File: config.mk
export PLATFORM = sky130hd
export DESIGN_NAME = uart_tx_axis
export DESIGN_NICKNAME = d
export VERILOG_FILES = /design/src/rtl/uart_tx_axis.sv
export SDC_FILE = /design/constraint.sdc
export NUM_CORES = 1
export LEC_CHECK = 0
export CAP_MARGIN = 20
export CORE_MARGIN = 2
export CORE_UTILIZATION = 52
export DETAILED_ROUTE_END_ITERATION = 6
export MAX_ROUTING_LAYER = met4
export PLACE_DENSITY_LB_ADDON = 0.3
export SLEW_MARGIN = 30
export SYNTH_ARGS = -nofsm -noshare
export SYNTH_HDL_FRONTEND = slang
export SYNTH_SLANG_ARGS = --single-unit
File: constraint.sdc
create_clock -name clk -period 2 [get_ports clk]
set_input_delay 0.4 -clock clk [delete_from_list [all_inputs] [get_ports clk]]
set_output_delay 0.4 -clock clk [all_outputs]
set_load 0.05 [all_outputs]
File: src/rtl/uart_tx_axis.sv
// UART transmitter that serialises AXI-Stream bytes as start, data (LSB first), optional parity and stop bits.
// tx_wire is registered from the FSM state, so the start bit appears one clock after the handshake edge.
module uart_tx_axis #(
    parameter int CLK_FREQ   = 50_000_000,
    parameter int BAUD_RATE  = 9600,
    parameter int DATA_WIDTH = 8,
    parameter int PARITY     = 0,
    parameter int STOP_BITS  = 1
) (
    input  logic                  clk,
    input  logic                  rst,
    input  logic [DATA_WIDTH-1:0] s_axis_tdata,
    input  logic                  s_axis_tvalid,
    output logic                  s_axis_tready,
    output logic                  tx_wire,
    output logic                  tx_busy
);
    localparam int BIT_PERIOD = CLK_FREQ / BAUD_RATE;
    localparam int CW         = $clog2(BIT_PERIOD);
    localparam int BW         = $clog2(DATA_WIDTH) + 1;

    typedef enum logic [2:0] {IDLE, START, DATA, PAR, STOP} state_t;

    state_t                state_q, state_d;
    logic [CW-1:0]         baud_q, baud_d;
    logic [BW-1:0]         bit_q, bit_d;
    logic [DATA_WIDTH-1:0] shreg_q, shreg_d;
    logic                  par_q, par_d;
    logic                  tx_q, tx_d;
    logic                  wrap;

    assign wrap = (baud_q == CW'(BIT_PERIOD - 1));

    always_comb begin
        state_d = state_q;
        baud_d  = baud_q;
        bit_d   = bit_q;
        shreg_d = shreg_q;
        par_d   = par_q;
        tx_d    = 1'b1;
        if (state_q != IDLE) begin
            baud_d = wrap ? '0 : baud_q + CW'(1);
        end
        case (state_q)
            IDLE: begin
                if (s_axis_tvalid) begin
                    shreg_d = s_axis_tdata;
                    par_d   = (PARITY == 1) ? ~^s_axis_tdata : ^s_axis_tdata;
                    baud_d  = '0;
                    bit_d   = '0;
                    state_d = START;
                end
            end
            START: begin
                tx_d = 1'b0;
                if (wrap) begin
                    state_d = DATA;
                end
            end
            DATA: begin
                tx_d = shreg_q[0];
                if (wrap) begin
                    shreg_d = shreg_q >> 1;
                    if (bit_q == BW'(DATA_WIDTH - 1)) begin
                        bit_d   = '0;
                        state_d = (PARITY != 0) ? PAR : STOP;
                    end else begin
                        bit_d = bit_q + BW'(1);
                    end
                end
            end
            PAR: begin
                tx_d = par_q;
                if (wrap) begin
                    state_d = STOP;
                end
            end
            STOP: begin
                // bit_q is reused to count stop bits
                if (wrap) begin
                    if (bit_q == BW'(STOP_BITS - 1)) begin
                        bit_d   = '0;
                        state_d = IDLE;
                    end else begin
                        bit_d = bit_q + BW'(1);
                    end
                end
            end
            default: state_d = IDLE;
        endcase
    end

    always_ff @(posedge clk or posedge rst) begin
        if (rst) begin
            state_q <= IDLE;
            baud_q  <= '0;
            bit_q   <= '0;
            shreg_q <= '0;
            par_q   <= 1'b0;
            tx_q    <= 1'b1;
        end else begin
            state_q <= state_d;
            baud_q  <= baud_d;
            bit_q   <= bit_d;
            shreg_q <= shreg_d;
            par_q   <= par_d;
            tx_q    <= tx_d;
        end
    end

    assign s_axis_tready = (state_q == IDLE) && !rst;
    assign tx_busy       = (state_q != IDLE);
    assign tx_wire       = tx_q;

endmodule
==> results.ini <==
[clock_network]
clock-sinks = 30
clockBufferDepth = 2
clk_pin_slew_ns = 0.11
cts_root_buf = clkbuf_4
clkLatencyLatePin_ns = 0.35
cts_tree = done
cts_buffers = 5
h-tree-depth = 2

[detailed_routing]
via_count = 1443
vias_per_cell = 5.82
final_antenna_net_count = 0
wl_per_cell_um = 15.0
drt_pre_antenna_iters = 4
drt-initial-drc-count = 53
wl_mm = 3.72
drc_errors = 0

[yosys]
netlist_area_um2 = 1870
ys.flop_type = dfrtp_1
synth_seq_area_share = 0.402
synth_fa_ha_area_frac = 0.0261
ys_ff_latch = 30
yosysWarnings = 0
avgSynthCellArea_um2 = 10.6
yosys.area_share.simple = 0.191
synth_xor_area_frac = 0.0374
synth_nets = 191
async_reset_ff_frac = 1.00
synth_cell_types = 54
synth_top_family_by_area = simple AND/OR/NAND/NOR gates
yosys-mux-area-fraction = 0.117
synth-compound-area-share = 0.165
synth-edff-count = 0
syn_inst = 177

[timing]
slew_headroom = 0.744
timing.setup.tns_ns = 0
min_period_ns = 1.90
final-hold-violation-count = 0
setup_violations = 0
rsz0062_at_grt = no
worst_slew_pin_slew_ns = 0.384
max_clock_freq_mhz = 527
maxSlewViolCount = 0
finalCritPeriodShare = 0.950
skew_ns = 0.0177

[placed_design]
port_buffers = 13
place_hpwl_mm = 2.74
routabilityCongestion = 0.933
place_area_um2 = 2090

[critical_path]
critPathTopFamily = compound AO/OA/AOI/OAI gates
crit_slowest_cell = dfrtp_1
critPathKind = register to register
cp-start-kind = register
worstPathCellList = ha_1 -> and4b_2 -> and3_1 -> buf_4 -> a21o_1 -> a221o_1
arrival_ns = 2.15
worst_setup_path_end_kind = register
crit_required_ns = 2.25
crit_buf_inv = 1
crit_path_max_fanout = 5
r2r_setup_slack_ns = 0.10
worst_path_largest_cell_delay_ns = 0.44

[global_routing]
grt_use_total = 0.213
grt_overflow = 0
antenna_found_initial = 0
grt_max_degree = 31
grt_pass1_wl_mm = 6.60
grt_pass1_vias = 1456

[finish]
final_util = 0.640
layout.nets = 215
postLayoutCellArea_um2 = 2170
final_cell_mix = dfrtp_1 (27), buf_4 (14), nand2_1 (13)
final_common_cell = dfrtp_1
area_growth_syn_to_layout_pct = 15.8
fillerInstances = 269
n_antenna_cell = 0
drive_gt1_frac = 0.262

[run]
drv_cap = 0

[floorplanning]
die_y_um = 64.0
initial_utilization = 0.552
die_area_um2 = 4100
die_w_um = 64.0
ioPinCount = 14
core_um2 = 3390
rows = 21

[power_and_ir_drop]
power_density_nw_per_um2 = 540
ir_drop_v = 0.000345
p_leak_nw = 0.922

[outcome]
run_status = finished clean

[hold_path]
hold_path.class = register to register

==> final timing paths <==
| kind | startpoint | to | depth (start not counted) |
|---|---|---|---|
| worst max-delay path | baud_q[0] | bit_q[3] | 6 |
| worst min-delay path | par_q | par_q | 2 |
| worst max register to register | baud_q[0] | bit_q[3] | 6 |
| worst min register to register | par_q | par_q | 2 |
| max in group asynchronous | rst | tx_wire | 3 |
| min in group asynchronous | rst | baud_q[11] | 3 |
==> synth_stat cells (2+ instances only) <==
cell      number  share of area
ha_1           3          0.020
buf_2          2         0.0053
a31oi_1        8          0.027
a41oi_1        3          0.014
inv_1         11          0.022
buf_6          2          0.012
buf_4          2         0.0080
mux2_4         6          0.048
a211oi_1       2         0.0080
nor2_1         8          0.016
a21oi_1        5          0.013
nand3_2        2          0.011
o21ai_0        9          0.024
dfrtp_1       29           0.39
nand2_1       13          0.026
a311o_1        2          0.011
xnor2_1        8          0.037
a21o_1         3          0.012
a22o_1         2         0.0094
and3_1         3          0.010
o31a_1         2         0.0094
mux2_2         7          0.042
nand2b_1       3          0.010
clkbuf_8       2          0.015
nand3_1        7          0.019
mux2i_1        5          0.027
==> layout make-up <==
type | instances | area [µm²] | area share
clock inverter | 3 | 40.0 | 0.0185
clock buffer | 5 | 37.5 | 0.0173
multi-input combinational | 128 | 1010 | 0.467
timing repair buffer | 25 | 225 | 0.104
inverter | 11 | 41.3 | 0.0190
sequential | 30 | 754 | 0.348
tap | 46 | 57.6 | 0.0265
==> through the flow <==
| stage | total power [mW] | std cells | hold slack, ns | worst slack, ns |
|---|---|---|---|---|
| after detailed placement | 0.693 | 240 | 0.482 | 0.0598 |
| after CTS | 1.18 | 248 | 0.508 | 0.0498 |
| after floorplan | 0.658 | 177 | 0.450 | 0.0562 |
| after global routing | 1.22 | 248 | 0.541 | 0.0179 |
| final | 1.17 | 248 | 0.500 | 0.101 |
| after global placement | 0.691 | 240 | 0.468 | 0.0970 |
==> registers in the layout, summed over array words and instances, names as in the netlist <==
name and cells:
shreg_q 8, tx_wire 1, baud_q 13, state_q 3, bit_q 4, par_q 1
==> kinds of logic (layout without fill, tap and decap cells) <==
logic type,count (synthesis),after routing
AOI/OAI and AO/OA,43,43
xor gates and xnor gates,8,8
buffers and inverters,19,44
adders and majority gates,4,4
muxes,18,18
DFF,30,30
and+or+nand+nor,55,55
==> worst min-delay path, delay by kind of cell (launching register included) <==
family | cells | cell delay, ns
AO/OA/AOI/OAI | 1 | 0.06
AND/OR/NAND/NOR | 1 | 0.05
flip-flops | 1 | 0.36
==> repair_timing <==
action	in CTS	in global routing
resized for setup	0	3
hold buffers	0	0
endpoints found under the setup margin	0	7
setup buffers	0	0
==> layer usage <==
layer / routed length [µm] / vias to the layer above / global-route usage
li1: - / 703 / -
met1: 1720 / 706 / 0.262
met2: 1820 / 27 / 0.342
met3: 119 / 7 / 0.0475
met4: 65 / 0 / 0.0842
met5: 0 / - / -
==> power by group <==
part / internal [mW] / switching, mW / total (mW)
registers: 0.606 / 0 / 0.606
logic: 0.0414 / 0.0322 / 0.0735
clock network: 0.259 / 0.233 / 0.491
total: 0.906 / 0.265 / 1.17
Note: power is estimated with default switching activity, not from simulation.
